<file path="src/rtl/cp0_unit.sv">
// Coprocessor-0 block: Status/Cause/EPC plus optional Count/Compare timer, MTC0/MFC0 access,
// syscall/interrupt entry and ERET redirect. Timer enabled by defining CP0_TIMER_EN.
module cp0_unit #(
  parameter int                DATA_W     = 32,
  parameter logic [DATA_W-1:0] EXC_VECTOR = 32'h0000_4180
) (
  input  logic              clk,
  input  logic              rst_n,
  input  logic              CP0WE,
  input  logic [4:0]        CP0WAddr,
  input  logic [DATA_W-1:0] CP0WData,
  input  logic              CP0RE,
  input  logic [4:0]        CP0RAddr,
  output logic [DATA_W-1:0] CP0RData,
  input  logic              ExcSyscall,
  input  logic              ExcEret,
  input  logic [DATA_W-1:0] PC,
  input  logic [5:0]        HWInt,
  output logic              ExcTaken,
  output logic [DATA_W-1:0] ExcTarget
);

  localparam logic [4:0] A_COUNT   = 5'd9;
  localparam logic [4:0] A_COMPARE = 5'd11;
  localparam logic [4:0] A_STATUS  = 5'd12;
  localparam logic [4:0] A_CAUSE   = 5'd13;
  localparam logic [4:0] A_EPC     = 5'd14;
  localparam logic [4:0] EXC_INT   = 5'd0;
  localparam logic [4:0] EXC_SYS   = 5'd8;

  logic [7:0]        im;
  logic              exl;
  logic              ie;
  logic [5:0]        ip_hw;
  logic [1:0]        ip_sw;
  logic [4:0]        exc_code;
  logic [DATA_W-1:0] epc;
  logic [DATA_W-1:0] status_word;
  logic [DATA_W-1:0] cause_word;
  logic              int_req;
  logic              entry;
  logic              wr_status;
  logic              wr_cause;
  logic              wr_epc;
  logic              bypass;
  logic [DATA_W-1:0] rdata_raw;

`ifdef CP0_TIMER_EN
  logic [DATA_W-1:0] count;
  logic [DATA_W-1:0] compare;
  logic              wr_count;
  logic              wr_compare;
`endif

  // Software-writable bits of each register; used both for MTC0 and the read bypass.
  function automatic logic [DATA_W-1:0] wr_mask(input logic [4:0] a);
    case (a)
      A_STATUS: wr_mask = DATA_W'(32'h0000_FF03);
      A_CAUSE:  wr_mask = DATA_W'(32'h0000_0300);
      A_EPC:    wr_mask = '1;
`ifdef CP0_TIMER_EN
      A_COUNT:   wr_mask = '1;
      A_COMPARE: wr_mask = '1;
`endif
      default:  wr_mask = '0;
    endcase
  endfunction

  function automatic logic [DATA_W-1:0] reg_word(input logic [4:0] a);
    case (a)
      A_STATUS: reg_word = status_word;
      A_CAUSE:  reg_word = cause_word;
      A_EPC:    reg_word = epc;
`ifdef CP0_TIMER_EN
      A_COUNT:   reg_word = count;
      A_COMPARE: reg_word = compare;
`endif
      default:  reg_word = '0;
    endcase
  endfunction

  assign status_word = DATA_W'({16'h0, im, 6'h0, exl, ie});
  assign cause_word  = DATA_W'({16'h0, ip_hw, ip_sw, 1'b0, exc_code, 2'b00});

  assign wr_status = CP0WE && (CP0WAddr == A_STATUS);
  assign wr_cause  = CP0WE && (CP0WAddr == A_CAUSE);
  assign wr_epc    = CP0WE && (CP0WAddr == A_EPC);

  // Interrupt outranks syscall, both outrank ERET.
  assign int_req   = ie && !exl && (|({ip_hw, ip_sw} & im));
  assign entry     = int_req || ExcSyscall;
  assign ExcTaken  = rst_n && (entry || ExcEret);
  assign ExcTarget = entry ? EXC_VECTOR : epc;

  assign bypass    = CP0WE && (CP0WAddr == CP0RAddr);
  assign rdata_raw = bypass ? (CP0WData & wr_mask(CP0WAddr)) : reg_word(CP0RAddr);
  assign CP0RData  = (rst_n && CP0RE) ? rdata_raw : '0;

  always_ff @(posedge clk or negedge rst_n) begin
    if (!rst_n) begin
      im  <= '0;
      exl <= 1'b0;
      ie  <= 1'b0;
    end else begin
      if (wr_status) begin
        im  <= CP0WData[15:8];
        exl <= CP0WData[1];
        ie  <= CP0WData[0];
      end
      if (entry)        exl <= 1'b1;
      else if (ExcEret) exl <= 1'b0;
    end
  end

  always_ff @(posedge clk or negedge rst_n) begin
    if (!rst_n) begin
      ip_sw    <= '0;
      exc_code <= '0;
      epc      <= '0;
    end else begin
      if (wr_cause) ip_sw <= CP0WData[9:8];
      if (entry) begin
        exc_code <= int_req ? EXC_INT : EXC_SYS;
        epc      <= PC;
      end else if (wr_epc) begin
        epc <= CP0WData;
      end
    end
  end

  always_ff @(posedge clk or negedge rst_n) begin
    if (!rst_n) ip_hw[4:0] <= '0;
    else        ip_hw[4:0] <= HWInt[4:0];
  end

`ifdef CP0_TIMER_EN
  assign wr_count   = CP0WE && (CP0WAddr == A_COUNT);
  assign wr_compare = CP0WE && (CP0WAddr == A_COMPARE);

  // IP7 latches a timer match and holds it until software rewrites Compare.
  always_ff @(posedge clk or negedge rst_n) begin
    if (!rst_n) begin
      count    <= '0;
      compare  <= '0;
      ip_hw[5] <= 1'b0;
    end else begin
      count <= wr_count ? CP0WData : count + 1'b1;
      if (wr_compare) compare <= CP0WData;
      if (wr_compare)            ip_hw[5] <= 1'b0;
      else if (count == compare) ip_hw[5] <= 1'b1;
    end
  end
`else
  always_ff @(posedge clk or negedge rst_n) begin
    if (!rst_n) ip_hw[5] <= 1'b0;
    else        ip_hw[5] <= HWInt[5];
  end
`endif

endmodule

</file>
<file path="config.mk">
export PLATFORM = sky130hd
export DESIGN_NAME = cp0_unit
export DESIGN_NICKNAME = d
export VERILOG_FILES = /design/src/rtl/cp0_unit.sv
export SDC_FILE = /design/constraint.sdc
export NUM_CORES = 1
export LEC_CHECK = 0
export CAP_MARGIN = 20
export CORE_MARGIN = 2
export CORE_UTILIZATION = 65
export CTS_BUF_LIST = sky130_fd_sc_hd__clkbuf_4 sky130_fd_sc_hd__clkbuf_8
export DETAILED_ROUTE_END_ITERATION = 16
export DONT_BUFFER_PORTS = 1
export PLACE_DENSITY_LB_ADDON = 0.2
export REMOVE_ABC_BUFFERS = 1
export SLEW_MARGIN = 10
export SYNTH_ARGS = -nofsm -noshare
export SYNTH_HDL_FRONTEND = slang
export SYNTH_SLANG_ARGS = --single-unit
</file>
<file path="constraint.sdc">
create_clock -name clk -period 2.45 [get_ports clk]
set_input_delay 0.6125 -clock clk [delete_from_list [all_inputs] [get_ports clk]]
set_output_delay 0.6125 -clock clk [all_outputs]
set_load 0.05 [all_outputs]
</file>
==> results.cfg, run 1 <==
[clock_tree]
clkSinkCount = 51
cts_resized = 71
cts_root_buffer = clkbuf_8
htree_num_levels = 2
numCtsBuffers = 5
clockBufferDepth = 2
cts-hold-fix-buffers = 1
cts_setup_buffers = 8

[placement]
io_buffer_count = 0
dp.cells = 451
place.gp.congestion = 0.9444
hpwlAfterDp_mm = 8.547

[synth]
synthTopCellsByArea = dfrtp_1, mux2i_1, o21ai_0
yosysTopAreaCellShare_pct = 39.28
syn_avg_cell_area_um2 = 9.937
synthCells = 327
ys_seq_elements = 51
synth_area_um2 = 3249
synth_top_area_cell = dfrtp_1
ys_seq_area_share_pct = 39.28
synth_cell_type_count = 36
synth_warnings = 0

[run_status]
status = aborted with a tool error
tool.error = [ERROR DPL-0038] Utilization greater than 100%, impossible to legalize
haltStage = 4_1_cts

[floorplanning]
std_cell_rows = 25
die_y_um = 74.71
start_util_pct = 67.90
io_pins = 151
fp.dieW_um = 74.71
## cells in the mapped netlist
master	count
nand3b_1	1
a22oi_1	4
mux2_2	11
and3_1	1
or3_4	1
mux2i_1	53
a2111oi_4	1
nand2b_1	1
buf_1	1
or4b_1	1
nand2_1	22
dfrtp_1	51
buf_4	1
nor3_1	2
nor3b_1	1
o21a_1	1
and2_1	30
buf_2	2
inv_1	1
xnor2_1	1
and4_1	1
o21ai_0	65
or2_2	1
nand2_2	1
nor2b_1	1
xor2_1	4
clkbuf_1	16
a22o_1	21
buf_6	8
nor2_1	3
or3_1	5
nor3_2	1
nor4_2	1
o2bb2ai_1	10
a211oi_1	1
a41oi_1	1
## metrics by stage
stage          instance area (um2)  worst slack, ps
3_5_place_dp                  4478           -223.6
3_3_place_gp                  4478           -152.7
2_1_floorplan                 3078            -2386
## logic make-up after synthesis
group	Yosys count	synth area share [%]
compound gates	104	20.87
flops	51	39.28
mux	64	20.14
simple gates	74	12.98
xor+xnor	5	1.348
buf+inv	29	5.391
==> run 2: changes to the inputs <==
--- a/config.mk
+++ b/config.mk
@@ -7,11 +7,10 @@
 export LEC_CHECK = 0
 export CAP_MARGIN = 20
 export CORE_MARGIN = 2
-export CORE_UTILIZATION = 65
-export CTS_BUF_LIST = sky130_fd_sc_hd__clkbuf_4 sky130_fd_sc_hd__clkbuf_8
+export CORE_UTILIZATION = 40
 export DETAILED_ROUTE_END_ITERATION = 16
 export DONT_BUFFER_PORTS = 1
-export PLACE_DENSITY_LB_ADDON = 0.2
+export PLACE_DENSITY_LB_ADDON = 0.15
 export REMOVE_ABC_BUFFERS = 1
 export SLEW_MARGIN = 10
 export SYNTH_ARGS = -nofsm -noshare
==> run 2 against run 1 <==
Against the previous run:
- the flow now finishes, with violations (setup timing)
- synthesized cell count did not move
- area after synthesis unchanged
==> results.cfg, run 2 <==
[drt]
wl_per_cell_um = 20.88
drcViolationCount = 0
drt_iter0_markers = 162
detail_route.vias_per_cell = 5.723
drt.antenna.violating_nets = 0
dr.pass1.iters = 4
vias = 2890
totalWireLength_mm = 10.55

[final_layout]
syn2layout_area_growth_pct = 53.83
fin_area_um2 = 4999
drive_above_1_share_pct = 42.14
utilization_pct = 64.02
regMostFlops = epc
final_cell_mix = o21ai_0, buf_12, dfrtp_1, mux2i_1, and2_4
largest_reg_flops = 32
fill_cells = 638
regArea_um2 = 1276
multi_input_area_um2 = 2039
layout_commonest_cell = o21ai_0
fin_nets = 486

[sta]
setup_ws_ps = -194.3
rsz0062_at_grt = yes
max-slew-margin-rel_pct = 66.14
finalSetupTns_ps = -8338
tightest_slew_ps = 507.8
fin_crit_ps = 2644
holdWs_ps = 135.0
fin_crit_sh_pct = 107.9
setup_violations = 65
hold_violations = 0
fmax_mhz = 378.2
skew_ps = 13.65
slew_violations = 0

[synth]
synth_area_um2 = 3249
synth_most_common_cell = o21ai_0
synthArstFlopShare_pct = 100.0
synth_enable_flop_cells = 0
synthFlopType = dfrtp_1
synthCells = 327
synth_warnings = 0
synthTopCellsByArea = dfrtp_1, mux2i_1, o21ai_0
yosys-top-cells-count = o21ai_0, mux2i_1, dfrtp_1
yosysTopAreaCellShare_pct = 39.28
ys_seq_area_share_pct = 39.28
synth_cell_type_count = 36
ys_seq_elements = 51
synth_top_area_cell = dfrtp_1
syn_avg_cell_area_um2 = 9.937

[floorplanning]
std_cell_rows = 32
io_pins = 151
dieArea_um2 = 8860
fp.dieW_um = 94.13
die_y_um = 94.13
core_area_um2 = 7807
start_util_pct = 41.62

[clock_tree]
clk_latency_ps = 310
cts_root_buffer = clkbuf_8
tritoncts = built
numCtsBuffers = 5
htree_num_levels = 2
clkTransAtPathRegs_ps = 110
clkSinkCount = 51
clockBufferDepth = 2

[worst_setup_path]
start_kind = primary input
cp_top_family = simple AND/OR/NAND/NOR gates
cp-end-kind = output port
required_ps = 1840
reg2regPathDepth = 6
path_buf_inv = 2
max_stage_delay_ps = 370
cp_max_fo = 14
arrival_ps = 2030
crit_chain = xor2_1, nor4_2, and3_1, buf_6, mux2i_1, buf_4
cpMaxStageDelayCell = nor4_2
worstSetupPathType = in2out
crit_cells = 6

[grt]
grt_pass1_vias = 3147
grt-ovfl-total = 0
grt_max_degree = 52
grt_antenna_before_repair = 3
grt_usage_pct = 24.50
grt_pass1_wl_mm = 16.66

[run_status]
status = finished with violations
violations = setup timing

[placement]
placed_area_um2 = 4538
place.gp.congestion = 0.8368
io_buffer_count = 0
hpwlAfterDp_mm = 7.211

[pwr]
powerDensity_nw_per_um2 = 445.6
p_total_mw = 2.227
ir_drop_mv = 0.2183
p_leak_nw = 1.988

[flow_run]
cap_violations = 0

[hold_path]
min_path_type = in2async
==> run 2: cell counts after synthesis <==
No cell type changed its count.
==> run 2: kinds of logic (layout without fill, tap and decap cells) <==
family	Yosys count	after routing	synth area share, %
buffers and inverters	29	103	5.391
other	0	2	0
XOR/XNOR	5	5	1.348
AND/OR/NAND/NOR	74	74	12.98
flip-flops	51	51	39.28
AO/OA/AOI/OAI	104	104	20.87
multiplexers	64	64	20.14
==> run 2: path summary, 6_finish.rpt <==
| path | start | to | slack, ps |
|---|---|---|---|
| setup / recovery | CP0RAddr[0] | CP0RData[1] | -190 |
| setup reg to reg | im[2] | epc[6] | 480 |
| min in group clk | HWInt[3] | cause_word[13] | 320 |
| max in group asynchronous | rst_n | epc[7] | 2060 |
| hold reg to reg | exc_code[3] | exc_code[3] | 510 |
| hold / removal | rst_n | epc[11] | 130 |
==> run 2: per-stage QoR <==
| step | instances | setup slack, ps |
|---|---|---|
| 6_report | 505 | -194.3 |
| 5_1_grt | 504 | -276.7 |
| 4_1_cts | 502 | -192.6 |
| 3_5_place_dp | 485 | -208.6 |
| 3_3_place_gp | 485 | -197.2 |
| 2_1_floorplan | 299 | -2386 |
==> run 2: area by class of cell <==
| class | count | share of cell area (%) |
|---|---|---|
| multi-input combinational | 247 | 40.80 |
| clock buffer | 5 | 1.377 |
| antenna | 2 | 0.1001 |
| tap | 102 | 2.553 |
| inverter | 1 | 0.07509 |
| sequential | 51 | 25.53 |
| timing repair buffer | 94 | 29.16 |
| clock inverter | 3 | 0.4005 |
==> run 2: where the power goes <==
group          internal, mW  leakage (nW)  switching, mW  total, mW
combinational         0.353          1.33          0.363      0.715
clock                 0.200        0.0402          0.298      0.497
sequential            0.934         0.620         0.0809       1.01
==> run 2: per-layer routing <==
layer	part of all wire (%)	routed length (um)	vias up	global-route usage (%)
met5	0.12	13	-	0
met4	0.95	100	2	5.193
met3	8.9	936	10	8.989
met2	51	5414	114	42.26
met1	39	4080	1422	29.21
li1	-	-	1342	-
==> run 2: what timing repair did <==
action                                  CTS  global route
hold buffers                              1             0
endpoints found under the setup margin   65            65
pin swaps                                20            11
hold endpoints to repair                 51             0
resized for setup                        57            17
setup buffers                             6             4
cloned                                    2             0
Power figures use the tool's default switching activity.
